### config.mk
export PLATFORM = sky130hd
export DESIGN_NAME = tdm_demux8
export DESIGN_NICKNAME = d
export VERILOG_FILES = /design/src/rtl/tdm_demux8.sv
export SDC_FILE = /design/constraint.sdc
export NUM_CORES = 1
export LEC_CHECK = 0
export CORE_UTILIZATION = 51
export CTS_CLUSTER_SIZE = 28
export DETAILED_ROUTE_END_ITERATION = 8
export GPL_TIMING_DRIVEN = 1
export PLACE_DENSITY = 0.78
export SLEW_MARGIN = 20
export SYNTH_ARGS = -nofsm -noshare
export SYNTH_HDL_FRONTEND = slang
export SYNTH_SLANG_ARGS = --single-unit
### constraint.sdc
create_clock -name clk -period 2.4 [get_ports clk]
set_clock_uncertainty 0.1 [all_clocks]
set_input_delay 0.48 -clock clk [delete_from_list [all_inputs] [get_ports clk]]
set_output_delay 0.48 -clock clk [all_outputs]
set_load 0.02 [all_outputs]
### src/rtl/tdm_demux8.sv
// rtl/tdm_demux8.sv - 1-to-8 TDM receive demultiplexer with frame-sync alignment
module tdm_demux8 (
  input  logic       clk,
  input  logic       rst_n,
  input  logic       din,
  input  logic       din_valid,
  input  logic       frame_sync,
  output logic [7:0] a,
  output logic       out_valid,
  output logic [2:0] slot,
  output logic       sync_err,
  output logic [7:0] err_cnt
);

  typedef enum logic {
    HUNT = 1'b0,
    RUN  = 1'b1
  } state_t;

  state_t     state;
  logic [6:0] shadow;

  always_ff @(posedge clk or negedge rst_n) begin
    if (!rst_n) begin
      state     <= HUNT;
      shadow    <= 7'h00;
      a         <= 8'h00;
      out_valid <= 1'b0;
      slot      <= 3'd0;
      sync_err  <= 1'b0;
      err_cnt   <= 8'h00;
    end else begin
      out_valid <= 1'b0;
      sync_err  <= 1'b0;
      case (state)
        HUNT: begin
          // Unsynced bits are simply dropped while hunting for a frame start.
          if (din_valid && frame_sync) begin
            shadow[0] <= din;
            slot      <= 3'd1;
            state     <= RUN;
          end
        end
        RUN: begin
          if (din_valid) begin
            if (frame_sync) begin
              // Early sync: the partial frame is abandoned and a new one starts at slot 0.
              sync_err  <= 1'b1;
              if (err_cnt != 8'hFF) begin
                err_cnt <= err_cnt + 8'd1;
              end
              shadow[0] <= din;
              slot      <= 3'd1;
            end else if (slot == 3'd7) begin
              a         <= {din, shadow};
              out_valid <= 1'b1;
              slot      <= 3'd0;
              state     <= HUNT;
            end else begin
              shadow[slot] <= din;
              slot         <= slot + 3'd1;
            end
          end
        end
        default: state <= HUNT;
      endcase
    end
  end

endmodule

# Yosys cells after proc, flatten, opt, wreduce, memory -nomap -nowiden
# Index checks and enable logic that the tools add are counted.
# totals
reg_bits	29
wordCells	52
in_bits	5
out_inout_bits	21
# classes
bitwise_logic	3
muxes	25
magnitude_cmp	2
n_eq_ne	5
addsub	2
n_reduce_logical	7
# op_table
cell	count
$mux 1	16
$mux 3	4
$reduce_and 4->1	3
$add 8x1->8 const B	1
$ne 8x8->1 const B	1
$bwmux 7	1
$pmux 3 s2	1
$lt 3x4->1 const B	1
$ne 2x2->1 const B	2
$pmux 1 s2	2
$add 3x1->3 const B	1
$demux 1 s3	1
$eq 3x3->1 const B	1
$ge 3x1->1 const B	1
$ne 3x3->1 const B	1
$not 1->1	3
$reduce_and 3->1	1
$logic_and 1x1->1	2
$reduce_and 2->1	1

# Logic depth before layout (Yosys ltp)
# depth
ltp_word	9
mapped_depth	5
mapped_depth_nobuf	5

# Worst setup path after synthesis
# Ideal clock, no wire load.
# synth_timing
kind	flip-flop to flip-flop
from	register slot[1]
to	register shadow[2]
t_required_ns	2.172
setup_time_ns	0.128
synth_period_minus_slack_ns	1.999
stages_incl_launch_ff	6
slack_ns	0.401
arrival_ns	1.772
path_buffers	0
cell_sequence	dfrtp_1 -> ha_1 -> ha_1 -> and4bb_4 -> nor4b_4 -> mux2_1
# synth_between
elab_chain_cells	5
word_cells_on_any_way	9
cone_classes	2 x order compare; 1 x eq/ne; 3 x mux; 1 x bitwise; 2 x reduce/logical
# synth_rtl
item	line	text
from (decl)	10	output logic [2:0] slot,
from (signal assigned)	61	slot <= slot + 3'd1;
$lt 3x4->1 (implied by the code) or $ge 3x1->1 (tied branches)	60	shadow[slot] <= din;
$logic_and 1x1->1 (implied by the code)	60	
$mux 1 (implied by the code)	60	
$demux 1 s3	60	
$bwmux 7	60	
to (signal, indexed assignment)	60	
to (decl)	21	logic [6:0] shadow;
# Several ways; a longest one is shown, not always the timed one.
# A chain may end at the register's enable or synchronous reset.

# Worst setup path after layout
# layout_timing
from	register slot[2]
to	output port slot[2]
# No word-level cell between the ends.

==> metrics.json <==
{
  "synth": {
    "synth_flop_cell": "dfrtp_1",
    "fraction_of_registers_with_async_set_or_reset_after_synthesis_pct": 100.0,
    "synth_sequential_area_ratio_pct": 52.68,
    "synth.avg_cell_area_sq_um": 12.30,
    "yosysWarningCount": 0,
    "ys_types": 35,
    "synthesis.instances": 112,
    "post-synth-top-area-fraction_pct": 52.68,
    "synth_edf_count": 0,
    "synth-seq-cells": 29,
    "yosysTopAreaCell": "dfrtp_1",
    "synth_area_sq_um": 1378,
    "synth_top_area_cells": "dfrtp_1, mux2_2, mux2_1",
    "postSynthNetCount": 121
  },
  "route": {
    "route.detailed.vias_per_inst": 5.701,
    "remaining_drc_errors": 0,
    "drt_first_iter_violations": 16,
    "avgRoutedWirePerCell_um": 14.61,
    "drtPass1Iterations": 4,
    "drt-total-wl_mm": 2.542,
    "antenna_left": 0,
    "number_of_vias_after_detailed_routing": 992
  },
  "setup_path": {
    "path_class": "register to primary output",
    "critPathBufInv": 1,
    "timing.critical_path.cells": "clkdlybuf4s50_1",
    "critPathTopFamily": "buffers and inverters",
    "critical_path_peak_fanout": 8,
    "cp_data_required_time_ps": 1820,
    "kind_of_end_point_of_the_critical_path": "primary output",
    "timing.critical_path.from_type": "register",
    "critPathArrivalTime_ps": 1540,
    "worst_path_max_delay_cell": "clkdlybuf4s50_1",
    "crit_path_max_incr_delay_ps": 670
  },
  "clock_network": {
    "cts.htree.levels": 2,
    "postCtsSetupBuffers": 0,
    "clock_pin_slew_on_the_worst_setup_and_hold_paths_ps": 90,
    "cts_resized": 0,
    "tritoncts.num_buffers": 5,
    "ctsLongestPathBuffers": 2,
    "tritoncts_clock_tree": "built",
    "clock_tree.root_cell": "clkbuf_4",
    "clock_sinks": 29,
    "insertion_delay_ps": 330,
    "holdBufCountCts": 0
  },
  "pwr": {
    "intPower_mw": 1.008,
    "pwr-share-clk_pct": 17.9,
    "leakage_nw": 0.7741,
    "pwr_density_cell_nw_per_um2": 908.9,
    "power.share.sequential_pct": 47.6,
    "power.switching_fraction_pct": 35.30,
    "power.net_switching_mw": 0.5500,
    "comb_power_share_pct": 34.5,
    "worst_ir_drop_vdd_mv": 0.7070
  },
  "finish": {
    "final_core_utilization_pct": 67.96,
    "layout.nets": 152,
    "diodes": 0,
    "syn2layout_area_growth_pct": 24.43,
    "final_layout_size_suffix_gt1_share_pct": 18.06
  },
  "global_route": {
    "global_route.usage.total_pct": 20.71,
    "grt-ovfl-total": 0,
    "first_global_vias": 959,
    "grt_first_pass_wirelength_mm": 4.064,
    "grt_max_degree": 30,
    "antenna_found_initial": 0
  },
  "timing": {
    "period_share_pct": 88.50,
    "fin_tns_setup_ps": 0,
    "finalCriticalPeriod_ps": 2124,
    "relSlewSlack_pct": 74.63,
    "setup_viol_count_final": 0,
    "achievable_freq_ghz": 0.4708,
    "worst_slew_pin_slew_ps": 375.2,
    "hold_violations_final": 0,
    "finalMaxSlewViolations": 0,
    "grt_setup_unrepaired": "no"
  },
  "place": {
    "globalplace.congestion": 0.8753,
    "io_buffers": 25,
    "detailedPlacementHpwl_mm": 1.737
  },
  "die": {
    "placementRows": 18,
    "num_ports": 26,
    "die_area_sq_um": 2913,
    "floorplan.die.height_um": 53.97,
    "start_util_pct": 54.61,
    "core-area_sq_um": 2522,
    "dieWidth_um": 53.97
  },
  "hold_path": {
    "type_of_the_tightest_min_delay_check": "register to register"
  },
  "run_status": {
    "status": "completed"
  },
  "flow_run": {
    "cap_viol_max_count": 0
  }
}
final cells by class:
type                    instances  area (sq um)
well taps                      30         37.54
clock inverters                 2         10.01
multi-input cells              72         596.8
fillers                       204         808.3
clock buffers                   6         41.29
inverters                       6         22.52
repair buffers                 29         280.3
flip-flops and latches         29         725.7
worst paths after layout:
check / start / to / slack [ps] / cells past startpoint
max reg2reg: slot[1] / shadow[2] / 340 / 5
min: shadow[6] / shadow[6] / 400 / 1
min in group asynchronous: rst_n / sync_err / 430 / 2
max in group asynchronous: rst_n / shadow[6] / 1500 / 2
max: slot[2] / slot[2] / 280 / 1
min reg2reg: shadow[6] / shadow[6] / 400 / 1
layer usage:
| metal | GRT usage, % | vias to the layer above | part of all wire, % | routed length (um) |
|---|---|---|---|---|
| met5 | 0 | - | 0 | 0 |
| met3 | 6.215 | 8 | 4.7 | 120 |
| met1 | 22.22 | 489 | 45 | 1137 |
| met2 | 35.39 | 27 | 48 | 1218 |
| met4 | 12.82 | 0 | 2.6 | 65 |
| li1 | - | 468 | - | - |
power by group through the flow:
stage,Sequential (mW),Combinational (mW),Clock (mW)
after floorplan,0.824,0.218,0
after global placement,0.742,0.526,0
after detailed placement,0.749,0.540,0
after CTS,0.742,0.544,0.290
after global routing,0.763,0.584,0.311
final,0.741,0.538,0.278
flip-flops by register name, indices dropped and copies added, names as in the netlist:
signal / count
out_valid: 1
err_cnt: 8
sync_err: 1
slot: 3
state: 1
a: 8
shadow: 7
cells in the final DEF (no fill, tap or decap), drive strengths merged, types with 2 or more instances in the layout:
| master | netlist | final |
|---|---|---|
| o21ai | 5 | 5 |
| o211ai | 2 | 2 |
| and3 | 2 | 2 |
| clkdlybuf4s50 | 0 | 25 |
| xnor2 | 4 | 4 |
| inv | 6 | 6 |
| mux2 | 17 | 17 |
| nand4 | 4 | 4 |
| dfrtp | 29 | 29 |
| clkbuf | 0 | 6 |
| nand4b | 2 | 2 |
| nand3 | 7 | 7 |
| buf | 5 | 4 |
| nor4b | 2 | 2 |
| nor2 | 2 | 2 |
| clkinv | 0 | 2 |
| nand2 | 7 | 7 |
| ha | 4 | 4 |
| o22ai | 2 | 2 |
| and4 | 2 | 2 |
cell usage after synthesis (2+ instances only):
| master | instances |
|---|---|
| and3_1 | 2 |
| nor2_1 | 2 |
| o22ai_1 | 2 |
| o211ai_1 | 2 |
| mux2_2 | 10 |
| nand3_1 | 7 |
| inv_1 | 5 |
| xnor2_1 | 4 |
| o21ai_0 | 4 |
| ha_1 | 4 |
| and4_1 | 2 |
| dfrtp_1 | 29 |
| buf_2 | 2 |
| mux2_1 | 7 |
| nand2_1 | 7 |
| nand4_1 | 4 |
metrics by stage:
stage	cells	total power, mW	cell area (sq um)	hold WS (ps)	setup WS [ps]
2_1_floorplan	112	1.042	1378	84.41	400.5
3_3_place_gp	166	1.268	1663	365.0	233.3
3_5_place_dp	166	1.289	1663	381.3	172.5
4_1_cts	174	1.575	1714	402.4	255.5
5_1_grt	174	1.658	1714	418.6	212.4
6_report	174	1.558	1714	395.8	275.9
cell families (layout without fill, tap and decap cells):
group	count (synthesis)	after routing	synth area share [%]
multiplexers	17	17	13.90
XOR/XNOR	4	4	2.543
flip-flops	29	29	52.68
adder cells (fa/ha/maj)	4	4	3.633
AND/OR/NAND/NOR	33	33	16.17
AO/OA/AOI/OAI	14	14	7.084
buffers and inverters	11	43	3.996
No activity file was read; power rests on OpenSTA's default activity.
